[src/rtl/traffic_phase_scheduler_pkg.sv]
// Shared definitions for the two-road traffic phase scheduler:
// phase codes, lamp bit positions and a lamp decode helper.
package traffic_phase_scheduler_pkg;

    typedef enum logic [2:0] {
        A_GREEN  = 3'd0,
        A_LEFT   = 3'd1,
        A_YELLOW = 3'd2,
        ALL_RED1 = 3'd3,
        B_GREEN  = 3'd4,
        B_LEFT   = 3'd5,
        B_YELLOW = 3'd6,
        ALL_RED2 = 3'd7
    } phase_t;

    localparam int LAMP_G  = 3;
    localparam int LAMP_GL = 2;
    localparam int LAMP_Y  = 1;
    localparam int LAMP_R  = 0;

    localparam logic [3:0] LAMP_GREEN  = 4'b1000;
    localparam logic [3:0] LAMP_LEFT   = 4'b0100;
    localparam logic [3:0] LAMP_YELLOW = 4'b0010;
    localparam logic [3:0] LAMP_RED    = 4'b0001;

    // Both roads walk the same green/left/yellow sequence, so the low two
    // phase bits select the lamp; step 3 is the all-red clearance.
    function automatic logic [3:0] lamp_for_step(input logic [1:0] step);
        logic [3:0] lamp;
        case (step)
            2'd0:    lamp = LAMP_GREEN;
            2'd1:    lamp = LAMP_LEFT;
            2'd2:    lamp = LAMP_YELLOW;
            default: lamp = LAMP_RED;
        endcase
        return lamp;
    endfunction

endpackage

[src/rtl/traffic_phase_scheduler_sec_tick_gen.sv]
// One-second tick generator: a free-running divider that emits a
// single-cycle pulse every TICK_DIV clocks, restarted by reset.
module sec_tick_gen #(
    parameter int TICK_DIV = 50_000_000
) (
    input  logic clk_50M,
    input  logic reset_btn,
    output logic tick
);

    localparam int            CW   = (TICK_DIV > 1) ? $clog2(TICK_DIV) : 1;
    localparam logic [CW-1:0] LAST = CW'(TICK_DIV - 1);

    logic [CW-1:0] count;

    // Divider counts 0..TICK_DIV-1 so the first tick lands TICK_DIV edges after reset
    always_ff @(posedge clk_50M) begin
        if (reset_btn) begin
            count <= '0;
        end else if (count == LAST) begin
            count <= '0;
        end else begin
            count <= count + 1'b1;
        end
    end

    assign tick = (count == LAST);

endmodule

[src/rtl/traffic_phase_scheduler.sv]
// Sensor-actuated 8-phase sequencer for main road A and side road B.
// Main road rests in green until the side road calls; a green is extended
// while only its own road has traffic, up to MAX_EXT times.
module traffic_phase_scheduler #(
    parameter int TICK_DIV = 50_000_000,
    parameter int A_G_SEC  = 30,
    parameter int B_G_SEC  = 20,
    parameter int L_SEC    = 10,
    parameter int Y_SEC    = 3,
    parameter int AR_SEC   = 2,
    parameter int EXT_SEC  = 5,
    parameter int MAX_EXT  = 4
) (
    input  logic       clk_50M,
    input  logic       reset_btn,
    input  logic       AS1,
    input  logic       AS2,
    input  logic       BS1,
    input  logic       BS2,
    output logic [3:0] a_lamp,
    output logic [3:0] b_lamp,
    output logic [7:0] main_road_countdown,
    output logic [7:0] side_road_countdown,
    output logic [2:0] phase
);

    import traffic_phase_scheduler_pkg::*;

    localparam logic [7:0] A_G_LOAD = 8'(A_G_SEC);
    localparam logic [7:0] B_G_LOAD = 8'(B_G_SEC);
    localparam logic [7:0] L_LOAD   = 8'(L_SEC);
    localparam logic [7:0] Y_LOAD   = 8'(Y_SEC);
    localparam logic [7:0] AR_LOAD  = 8'(AR_SEC);
    localparam logic [7:0] EXT_LOAD = 8'(EXT_SEC);
    localparam logic [7:0] EXT_MAX  = 8'(MAX_EXT);

    phase_t     state, state_next;
    logic [7:0] cnt, cnt_next;
    logic [7:0] ext_used, ext_next;
    logic       b_req, b_req_next;
    logic       tick;
    logic       a_dem, b_dem, side_call, can_extend;

    sec_tick_gen #(
        .TICK_DIV (TICK_DIV)
    ) u_tick (
        .clk_50M   (clk_50M),
        .reset_btn (reset_btn),
        .tick      (tick)
    );

    assign a_dem      = AS1 | AS2;
    assign b_dem      = BS1 | BS2;
    assign side_call  = b_req | b_dem;
    assign can_extend = (ext_used < EXT_MAX);

    // State register: reset parks the controller in the second all-red clearance
    always_ff @(posedge clk_50M) begin
        if (reset_btn) begin
            state    <= ALL_RED2;
            cnt      <= AR_LOAD;
            ext_used <= '0;
            b_req    <= 1'b0;
        end else begin
            state    <= state_next;
            cnt      <= cnt_next;
            ext_used <= ext_next;
            b_req    <= b_req_next;
        end
    end

    // Next-state logic: count seconds down and take the end-of-phase decision at cnt==1
    always_comb begin
        state_next = state;
        cnt_next   = cnt;
        ext_next   = ext_used;
        b_req_next = b_req | b_dem;

        if (tick) begin
            if (cnt > 8'd1) begin
                cnt_next = cnt - 8'd1;
            end else begin
                case (state)
                    A_GREEN: begin
                        if (!side_call) begin
                            cnt_next = EXT_LOAD;
                        end else if (a_dem && can_extend) begin
                            cnt_next = EXT_LOAD;
                            ext_next = ext_used + 8'd1;
                        end else begin
                            state_next = A_LEFT;
                            cnt_next   = L_LOAD;
                        end
                    end
                    A_LEFT: begin
                        state_next = A_YELLOW;
                        cnt_next   = Y_LOAD;
                    end
                    A_YELLOW: begin
                        state_next = ALL_RED1;
                        cnt_next   = AR_LOAD;
                    end
                    ALL_RED1: begin
                        state_next = B_GREEN;
                        cnt_next   = B_G_LOAD;
                        ext_next   = '0;
                        b_req_next = 1'b0;
                    end
                    B_GREEN: begin
                        if (b_dem && !a_dem && can_extend) begin
                            cnt_next = EXT_LOAD;
                            ext_next = ext_used + 8'd1;
                        end else begin
                            state_next = B_LEFT;
                            cnt_next   = L_LOAD;
                        end
                    end
                    B_LEFT: begin
                        state_next = B_YELLOW;
                        cnt_next   = Y_LOAD;
                    end
                    B_YELLOW: begin
                        state_next = ALL_RED2;
                        cnt_next   = AR_LOAD;
                    end
                    ALL_RED2: begin
                        state_next = A_GREEN;
                        cnt_next   = A_G_LOAD;
                        ext_next   = '0;
                    end
                    default: begin
                        state_next = ALL_RED2;
                        cnt_next   = AR_LOAD;
                    end
                endcase
            end
        end
    end

    // Output decode: each road shows its lamp only in its own half of the cycle
    always_comb begin
        a_lamp              = LAMP_RED;
        b_lamp              = LAMP_RED;
        main_road_countdown = 8'd0;
        side_road_countdown = 8'd0;
        if (state[2] == 1'b0) begin
            a_lamp = lamp_for_step(state[1:0]);
            if (state[1:0] != 2'd3) begin
                main_road_countdown = cnt;
            end
        end else begin
            b_lamp = lamp_for_step(state[1:0]);
            if (state[1:0] != 2'd3) begin
                side_road_countdown = cnt;
            end
        end
    end

    assign phase = state;

endmodule

[config.mk]
export PLATFORM = sky130hd
export DESIGN_NAME = traffic_phase_scheduler
export DESIGN_NICKNAME = d
export VERILOG_FILES = /design/src/rtl/traffic_phase_scheduler_pkg.sv /design/src/rtl/traffic_phase_scheduler_sec_tick_gen.sv /design/src/rtl/traffic_phase_scheduler.sv
export SDC_FILE = /design/constraint.sdc
export NUM_CORES = 1
export LEC_CHECK = 0
export BUFFER_PORTS_ARGS = -buffer_cell sky130_fd_sc_hd__buf_2
export CORE_ASPECT_RATIO = 0.8
export CORE_UTILIZATION = 30
export CTS_CLUSTER_SIZE = 24
export DETAILED_ROUTE_END_ITERATION = 6
export HOLD_SLACK_MARGIN = 0.05
export PLACE_DENSITY = 0.54
export SLEW_MARGIN = 20
export SYNTH_ARGS = -nofsm -noshare
export SYNTH_HDL_FRONTEND = slang
export SYNTH_SLANG_ARGS = --single-unit
[constraint.sdc]
create_clock -name clk_50M -period 2.7 [get_ports clk_50M]
set_input_delay 0.54 -clock clk_50M [delete_from_list [all_inputs] [get_ports clk_50M]]
set_output_delay 0.54 -clock clk_50M [all_outputs]
set_load 0.01 [all_outputs]
=== Word-level counts from Yosys, hierarchy flattened ===
Index checks and enable logic that the tools add are counted.
W data, S select, Z words.

* Add/sub/neg operators: 3
* Magnitude comparators: 2
* Equality and inequality tests: 16
* Mux-type cells: 22
* Bitwise gates (word level): 4
* Reduce and logical (&&, ||, !) cells: 13

{| class="wikitable"
|+ Operators with widths
! operator !! count
|-
| $mux W8 || 7
|-
| $pmux W8 S6 || 1
|-
| $add A26 B1 Y26 const B || 1
|-
| $eq A26 B26 Y1 const B || 1
|-
| $pmux W3 S8 || 1
|-
| $pmux W8 S3 || 1
|-
| $mux W4 || 5
|-
| $eq A3 B3 Y1 const B || 4
|-
| $ne A2 B2 Y1 const B || 6
|-
| $pmux W4 S3 || 1
|-
| $mux W3 || 3
|-
| $add A8 B1 Y8 const B || 1
|-
| $gt A8 B1 Y1 const B || 1
|-
| $lt A8 B3 Y1 const B || 1
|-
| $reduce_or A2 Y1 || 4
|-
| $sub A8 B1 Y8 const B || 1
|-
| $eq A3 B2 Y1 const B || 2
|-
| $reduce_and A6 Y1 || 1
|-
| $reduce_and A5 Y1 || 1
|-
| $eq A3 B1 Y1 const B || 1
|-
| $logic_and A1 B1 Y1 || 3
|-
| $logic_not A3 Y1 || 1
|-
| $mux W1 || 3
|-
| $or A1 B1 Y1 || 3
|-
| other kinds (6) || 6
|}

* Bits in registers: 46
* Output and inout bits: 27

=== Logic depth before layout (Yosys ltp) ===
Gate-level depths: netlist of run 1.

* Depth after elaboration: 7
* Gate-level depth with buffers: 8
* Depth with buffers taken out: 7

=== Modules after synthesis ===
From an unflattened synthesis of run 1, not the netlist that was laid out.

* Cell total of the unflattened synthesis: 304
* Area total of the unflattened synthesis: 2,461.1 um2

{| class="wikitable"
|+ By module, submodules not included
! module !! times used !! cells each !! area an instance (um2) !! sequential area each (um2)
|-
| sec_tick_gen || 1 || 147 || 1,257.5 || 520.5
|-
| traffic_phase_scheduler || 1 || 157 || 1,203.7 || 400.4
|}

=== Worst setup path before layout of run 1 ===
Ideal clock, no wire load.

* Kind: flip-flop to flip-flop
* Start point: reg u_tick.count[0]
* End point: reg cnt[7]
* Setup time: 0.071 ns
* Arrival time: 1.843 ns
* Required time: 2.629 ns
* Path slack: 0.787 ns
* Cell stages (with the launch flop): 7
* Path through: dfxtp_1 -> ha_1 -> nand2_1 -> or2_2 -> nor4_2 -> or4b_1 -> a21oi_1

* Cells in the longest elaborated chain, start to end: 1

{| class="wikitable"
|+ RTL lines
! element !! RTL line !! source
|-
| start: declaration || traffic_phase_scheduler_sec_tick_gen.sv:14 || <nowiki>logic [CW-1:0] count;</nowiki>
|-
| start signal: assignment || traffic_phase_scheduler_sec_tick_gen.sv:23 || <nowiki>count <= count + 1'b1;</nowiki>
|-
| $eq A26 B26 Y1 || traffic_phase_scheduler_sec_tick_gen.sv:27 || <nowiki>assign tick = (count == LAST);</nowiki>
|-
| end signal: assignment || traffic_phase_scheduler.sv:66 || <nowiki>cnt <= cnt_next;</nowiki>
|-
| end: declaration || traffic_phase_scheduler.sv:38 || <nowiki>logic [7:0] cnt, cnt_next;</nowiki>
|}

No other way between the ends.
A chain may end at the register's enable or synchronous reset.

=== Final worst setup path of run 1 ===
* Start point: reg state[2] (netlist: phase[2])
* End point: out main_road_countdown[3]

* Cells in the longest elaborated chain, start to end: 1

{| class="wikitable"
|+ RTL lines
! element !! RTL line !! source
|-
| start: declaration || traffic_phase_scheduler.sv:37 || <nowiki>phase_t state, state_next;</nowiki>
|-
| start signal: assignment || traffic_phase_scheduler.sv:65 || <nowiki>state <= state_next;</nowiki>
|-
| $mux W8 || traffic_phase_scheduler.sv:146 || <nowiki>if (state[2] == 1'b0) begin</nowiki>
|-
| end: declaration || traffic_phase_scheduler.sv:22 || <nowiki>output logic [7:0] main_road_countdown,</nowiki>
|}

No other way between the ends.

==> metrics.md, run 1 <==
| Metric | Value |
|---|---|
| Cts repair resizes | 0 |
| Static leakage | 1.14 nW |
| Synth Warn # | 0 |
| Row Count | 29 |
| Average wire per standard cell | 13.0 µm |
| Status | finished, final reports clean |
| CTS Hold Bufs | 0 |
| Drt drc | 0 |
| RSZ-0062 raised after global routing | no |
| Final net count | between 300 and 400 |
| Fraction of registers with async set/reset | 0 |
| Crit path DAT | 1.71 ns |
| Syn-to-layout area delta | 16.1% |
| Reg-to-Reg Start | ext_used[2] |
| CTS tree | yes |
| Crit-path max FO | 22 |
| Storage element area | around 900 µm² |
| Final core utilization | 0.357 |
| Full die area | 8490 µm² |
| Setup Buffers After CTS | 0 |
| Via Count | 2177 |
| Synth cell types | 45 |
| CP Data Required Time | 2.16 ns |
| Critical path origin | phase[2] |
| H-tree Lvls | 2 |
| # setup viols final | 0 |
| Global route total overflow | 0 |
| Sink Count | 46 |
| Max VDD drop | 203 µV |
| Overall Power | 1.23 mW |
| Dpl hpwl | 4.01 mm |
| Setup TNS Final | 0 ns |
| GR Util All Layers | 0.140 |
| Seq cells post-synth | 46 |
| Core ar. | 7910 µm² |
| Number of fill cells | 847 |
| Max_slew headroom | 0.507 |
| Hold Slack | 0.449 ns |
| Tmin final | roughly 2.3 ns |
| ANT cells | 0 |
| Final ANT Viol Nets | 0 |
| Hold_sp | u_tick.count[0] |
| Fmax achieved | 444 MHz |
| Period utilisation layout | 0.834 |
| Slew @ Worst Pin | roughly 0.74 ns |
| Post-synth EDFFs | 0 |
| Gpl congestion | 0.818 |
| Die height | about 83 µm |
| Starting Density | 0.308 |
| CTS Buf Count | 5 |
| Pwr/cell area | 435 nW/µm² |
| Post-route worst setup slack | 0.447 ns |
| Root buf cell | clkbuf_8 |
| Port-buffer cells | 32 |
| Drt first-iter violations | 113 |
| CP Launch Type | flip-flop |
| DIE WIDTH | about 100 µm |
| Hold crit path type | reg -> reg |
| DR vias/cell | 5.02 |
| Area of the multi-input gates | approximately 1400 µm² |
| Clk_lat worst skew | 0.30 ns |
| Drt first pass iters | 4 |
| Crit path capture type | output pin |
| Final Hold Viols | 0 |
| Vias in the first global route | 1821 |
| Ports | 33 |
| Max Cap Viol | 0 |
| CP Class | reg -> out |
| Count of pins over their slew limit | 0 |
| Pre-CTS WS | 0.580 ns |
| Post-Syn Nets | between 300 and 400 |
| Sequential fraction of the synthesis area | 0.378 |
| Initial antenna violation count | 0 |
| Worst-path clk slew | 0.09 ns |
| Global-route wire length before repair | 9.10 mm |
| Commonest cells after routing, fill and taps aside | 46 x nor2_1, 46 x dfxtp_1, 32 x buf_2 |
| Mapped Cells | 292 |
| Most frequently used flop master after synthesis | dfxtp_1 |
| Total length of routed wires | 5.66 mm |
| Cell Area, Synth | 2440 µm² |
| Largest net degree at the start of global routing | 24 |
| Share of cells above drive strength 1 | 0.181 |
| Synth Area per Inst | between 8 and 9 µm² |
| Worst Skew | 0.00457 ns |
| Clock Tree Buf Depth | 2 |
## layout make-up
cell class,count,area share
sequential,46,0.326
multi-input combinational,227,0.510
inverter,9,0.0119
clock buffer,7,0.0270
timing repair buffer,36,0.0673
clock inverter,1,0.0106
tap,108,0.0478
## logic make-up after synthesis
| kind of cell | Yosys count | synth area share |
|---|---|---|
| flops | 46 | 0.378 |
| fa+ha+maj | 4 | 0.0205 |
| xor+xnor | 25 | 0.0899 |
| buf+inv | 19 | 0.0303 |
| compound gates | 42 | 0.116 |
| simple gates | 156 | 0.365 |
## critical path: stages, from the launching register on
cell and delay, ns:
dfxtp_1 0.80, nor2_1 0.24, and2_1 0.22, buf_2 0.13
## registers in the layout (all words and copies together), names as in the netlist
register,cells
b_req,1
phase,3
cnt,8
ext_used,8
u_tick.count,26
## power by group
part,switching [mW],internal (mW)
clock,0.235,0.277
combinational,0.0212,0.0114
sequential,0.00292,0.682
total,0.259,0.971
## synth_stat cells, types with 5 or more instances
cell / instances / area share
and2_1: 12 / 0.031
a21oi_1: 9 / 0.018
nor2_1: 46 / 0.071
xor2_1: 18 / 0.065
or2_2: 5 / 0.013
o21ai_0: 9 / 0.018
o31ai_1: 7 / 0.022
dfxtp_1: 46 / 0.38
nand3_1: 12 / 0.025
and3_1: 15 / 0.039
clkbuf_1: 8 / 0.012
inv_1: 9 / 0.014
nor3_1: 11 / 0.023
nand4_1: 8 / 0.021
nand2_1: 17 / 0.026
xnor2_1: 7 / 0.025
## per-stage QoR
step	std cells	instance area, µm²
after floorplan	292	2440
after global placement	426	2720
after detailed placement	426	2720
after CTS	434	2830
after global routing	434	2830
final	434	2830
## path summary, 6_finish.rpt
check	endpoint	slack, ns	cells past startpoint
setup / recovery	main_road_countdown[3]	0.45	3
hold / removal	u_tick.count[0]	0.45	1
setup reg to reg	cnt[2]	0.45	5
hold reg to reg	u_tick.count[0]	0.45	1
## routing by layer
layer	part of all wire	vias to the layer above	GRT usage
li1	-	1120	-
met3	0.032	7	0.0253
met2	0.41	36	0.207
met1	0.54	1014	0.205
met5	0	-	0
met4	0.011	0	0.0423
No activity file was read; power rests on OpenSTA's default activity.
==> run 2: changes to the inputs <==
Settings changed: PLACE_DENSITY 0.54 to 0.56.
Clock period 2.7 ns to 2.04 ns, I/O delays scaled along.
==> metrics.md, run 2 (synthesis results as in run 1) <==
| Metric | Value |
|---|---|
| CP Data Required Time | 2.21 ns |
| DR vias/cell | around 4.9 |
| Setup TNS Final | 0 ns |
| Status | finished, final reports clean |
| CP Launch Type | flip-flop |
| CTS tree | yes |
| Worst-path clk slew | 0.09 ns |
| Root buf cell | clkbuf_8 |
| Max Cap Viol | 0 |
| Die height | a little over 80 µm |
| Gpl congestion | between 0.7 and 0.8 |
| Total length of routed wires | ~5.8 mm |
| Static leakage | roughly 1.3 nW |
| Number of flip-flops in the largest register | 26 |
| Commonest non-fill, non-tap cell in the layout | nor2_1 |
| Hold crit path type | reg -> reg |
| Initial antenna violation count | 0 |
| Vias in the first global route | 1974 |
| Placed cell area | 2960 µm² |
| Dpl hpwl | 4.27 mm |
| Clock Tree Buf Depth | 2 |
| Fmax achieved | 504 MHz |
| Core ar. | 7910 µm² |
| Crit path DAT | 2.15 ns |
| Share of cells above drive strength 1 | 0.296 |
| Largest net degree at the start of global routing | 24 |
| Top Registers | u_tick.count: 26 flops, cnt: 8 flops, ext_used: 8 flops |
| Via Count | 2300 |
| Max_slew headroom | 0.680 |
| Final net count | 368 |
| H-tree Lvls | 2 |
| Crit-path max FO | 5 |
| Final ANT Viol Nets | 0 |
| Port-buffer cells | 32 |
| Starting Density | 0.308 |
| ANT cells | 0 |
| CTS Hold Bufs | 0 |
| Commonest cells after routing, fill and taps aside | 45 x nor2_1, 41 x dfxtp_1, 35 x buf_4 |
| Inst Count DP | 456 |
| Final cell count without fillers | roughly 470 |
| Drt drc | 0 |
| Pwr/cell area | between 400 and 500 nW/µm² |
| Global-route wire length before repair | between 9 and 10 mm |
| Full die area | about 8500 µm² |
| Max VDD drop | between 200 and 250 µV |
| Syn-to-layout area delta | 28.8% |
| Largest reg by FF count | u_tick.count |
| Clk_lat worst skew | 0.30 ns |
| Average wire per standard cell | ~12 µm |
| Design area | 3140 µm² |
| Tmin final | approximately 2 ns |
| Number of fill cells | about 800 |
| # setup viols final | 0 |
| Drt first pass iters | 4 |
| Worst Skew | 0.0126 ns |
| Global route total overflow | 0 |
| CTS Buf Count | 5 |
| Sink Count | 46 |
| DIE WIDTH | between 100 and 150 µm |
| GR Util All Layers | 0.142 |
| Hold Slack | ~0.42 ns |
| Final Hold Viols | 0 |
| Final core utilization | 0.397 |
| Slew @ Worst Pin | 0.480 ns |
| Row Count | 29 |
| CP Class | reg -> reg |
| Crit path capture type | flip-flop |
| Count of pins over their slew limit | 0 |
| Period utilisation layout | 0.972 |
| Drt first-iter violations | roughly 110 |
| Ports | 33 |
-- run 2: changes by cell type in the layout (fill, tap and decap cells not counted), sizes merged --
cell	delta
buf	+33
bufinv	-1
-- run 2: worst max-delay path, stage by stage, from the launching register on --
cell and delay (ns):
dfxtp_2 0.35, inv_2 0.08, ha_2 0.18, nor2_1 0.06, nand3b_1 0.22, buf_6 0.17, or3_4 0.43, o31ai_2 0.27
a21oi_1 0.09
-- run 2: area by class of cell --
cell class              count  area [µm²]  area share
flip-flops and latches     46         927       0.296
well taps                 108         135      0.0431
repair buffers             69         454       0.145
multi-input cells         227        1510       0.481
clock buffers               7        76.3      0.0243
inverters                   9        33.8      0.0108
-- run 2: per-layer routing --
metal	wire, µm	track usage
met3	213	0.0244
met1	3050	0.203
met2	2500	0.215
met4	50	0.0451
met5	0	0
-- run 2: timing repair --
item | CTS | global route
endpoints found under the setup margin | 0 | 47
setup buffers | 0 | 3
resized for setup | 0 | 22
-- run 2: through the flow --
| step | power (mW) | setup slack, ns |
|---|---|---|
| after global placement | 0.977 | 0.0735 |
| final | 1.48 | 0.0573 |
| after CTS | 1.49 | 0.0110 |
| after floorplan | 0.954 | 0.127 |
| after detailed placement | 0.976 | 0.0535 |
| after global routing | 1.54 | -0.0280 |
-- run 2: final timing paths --
path | startpoint | endpoint | slack, ns | cells after the start
setup / recovery | cnt[1] | ext_used[0] | 0.06 | 8
hold / removal | u_tick.count[0] | u_tick.count[0] | 0.42 | 1
setup reg to reg | cnt[1] | ext_used[0] | 0.06 | 8
hold reg to reg | u_tick.count[0] | u_tick.count[0] | 0.42 | 1
-- run 2: power by group --
| part | leakage, nW | internal (mW) | switching (mW) |
|---|---|---|---|
| logic | 0.905 | 0.0195 | 0.0296 |
| registers | 0.371 | 0.904 | 0.00424 |
| clock network | 0.0383 | 0.236 | 0.285 |
==> run 3: changes to the inputs <==
Settings changed: PLACE_DENSITY 0.56 to 0.54.
Clock period 2.04 ns to 1.9 ns, I/O delays scaled along.
==> metrics.md, run 3 (synthesis results as in run 1) <==
| Metric | Value |
|---|---|
| Row Count | 29 |
| Initial antenna violation count | 0 |
| GR Util All Layers | 0.152 |
| Fmax achieved | about 540 MHz |
| Die height | 82.6 µm |
| CTS tree | yes |
| Core ar. | 7910 µm² |
| Pwr/cell area | approximately 490 nW/µm² |
| Slew @ Worst Pin | 0.387 ns |
| Max VDD drop | 218 µV |
| Number of flip-flops in the largest register | 26 |
| Syn-to-layout area delta | 39.5% |
| CP Class | reg -> reg |
| Largest net degree at the start of global routing | 24 |
| DIE WIDTH | 103 µm |
| Max_slew headroom | 0.740 |
| Number of fill cells | 804 |
| CP Data Required Time | 2.13 ns |
| Root buf cell | clkbuf_8 |
| Port-buffer cells | 32 |
| Via Count | around 2400 |
| Period utilisation layout | 0.981 |
| Hold Slack | 0.380 ns |
| Crit path capture type | flip-flop |
| Area of the multi-input gates | 1570 µm² |
| Hold crit path type | in -> reg |
| Crit-path max FO | 3 |
| Share of cells above drive strength 1 | 0.366 |
| Static leakage | 1.47 nW |
| Final Hold Viols | 0 |
| Status | finished, final reports clean |
| Dpl hpwl | between 4 and 5 mm |
| Post-route worst setup slack | 0.0357 ns |
| Drt first-iter violations | 113 |
| Average wire per standard cell | 12.6 µm |
| Design area | 3400 µm² |
| Largest reg by FF count | u_tick.count |
| Crit-path max cell delay | 0.46 ns |
| Ports | 33 |
| ANT cells | 0 |
| RSZ-0062 raised after global routing | yes |
| Total length of routed wires | 6.17 mm |
| Pre-CTS WS | -0.0557 ns |
| Worst Skew | 0.00843 ns |
| Worst path cell trace | nor4b_4, nand4_2, buf_6, nor4_4, or4b_1, a21oi_1 |
| Max Cap Viol | 0 |
| CP max-delay cell | or4b_1 |
| Full die area | 8490 µm² |
| CP Launch Type | flip-flop |
| CTS Buf Count | 5 |
| Gpl congestion | roughly 0.8 |
| Placed cell area | 3150 µm² |
| Global route total overflow | 0 |
| Count of pins over their slew limit | 0 |
| Clk_lat worst skew | between 0.2 and 0.3 ns |
| Global-route wire length before repair | 10.0 mm |
| Sink Count | 46 |
| Drt first pass iters | 5 |
| Commonest non-fill, non-tap cell in the layout | buf_4 |
| Worst-path clk slew | 0.09 ns |
| Vias in the first global route | 2062 |
| DR vias/cell | between 4 and 5 |
| Final net count | 392 |
| # setup viols final | 0 |
| Clock Tree Buf Depth | 2 |
| Commonest cells after routing, fill and taps aside | 57 x buf_4, 44 x nor2_1, 39 x dfxtp_1 |
| Tmin final | 1.86 ns |
| Drt drc | 0 |
| Starting Density | 0.308 |
| Storage element area | 930 µm² |
| Final ANT Viol Nets | 0 |
| H-tree Lvls | 2 |
| Crit path DAT | 2.10 ns |
| Top Registers | u_tick.count: 26 flops, cnt: 8 flops, ext_used: 8 flops |
run 3: cell count changes in the layout (fill, tap and decap cells not counted), moves of 2 or more:
cell	before	now
nor2_2	0	2
nand2_1	17	15
dfxtp_2	5	7
inv_1	7	9
dfxtp_1	41	39
buf_4	35	57
buf_6	1	3
inv_2	2	0
run 3: layer usage:
layer	wire length (µm)	vias up	GRT usage	part of all wire
met4	67	0	0.0380	0.011
li1	-	1229	-	-
met2	2680	43	0.239	0.43
met3	250	7	0.0253	0.041
met1	3170	1086	0.217	0.51
met5	0	-	0	0
run 3: what timing repair did:
item                                   in CTS  in global routing
gates resized for setup                     9                 24
setup buffers                               1                  2
pin swaps                                   3                  9
setup endpoints to repair                  40                 54
hold buffers                                0                  0
endpoints found under the hold margin       0                  0
run 3: area by class of cell:
| type | instances | area share |
|---|---|---|
| clock inverter | 1 | 0.00147 |
| clock buffer | 7 | 0.0254 |
| tap | 108 | 0.0398 |
| sequential | 46 | 0.274 |
| inverter | 9 | 0.00994 |
| timing repair buffer | 93 | 0.189 |
| multi-input combinational | 227 | 0.461 |
run 3: path summary, 6_finish.rpt:
kind | cells after the start | slack, ns | endpoint | from
max | 6 | 0.04 | cnt[7] | u_tick.count[8]
min | 3 | 0.38 | phase[2] | reset_btn
max reg2reg | 6 | 0.04 | cnt[7] | u_tick.count[8]
min reg2reg | 1 | 0.46 | ext_used[5] | ext_used[5]
run 3: report_power, final:
group          switching, mW  internal, mW  leakage [nW]  total [mW]
Clock                  0.317         0.294        0.0482       0.611
Combinational         0.0354        0.0284          1.05      0.0638
Sequential           0.00504         0.971         0.372       0.976
Total                  0.358          1.29          1.47        1.65
run 3: worst max-delay path, delay by kind of cell (launching register included):
kind	cells	cell delay [ns]
compound gates	1	0.14
buf+inv	1	0.17
flops	1	0.34
simple gates	4	1.15
run 3: metrics by stage:
stage	cells	util	setup TNS (ns)	total power [mW]
finish	491	0.430	0	1.65
global route	491	0.430	-0.0555	1.73
CTS	489	0.415	-0.0619	1.67
detailed placement	480	0.398	-0.107	1.06
global placement	480	0.398	-0.0681	1.06
floorplan	292	-	0	1.02
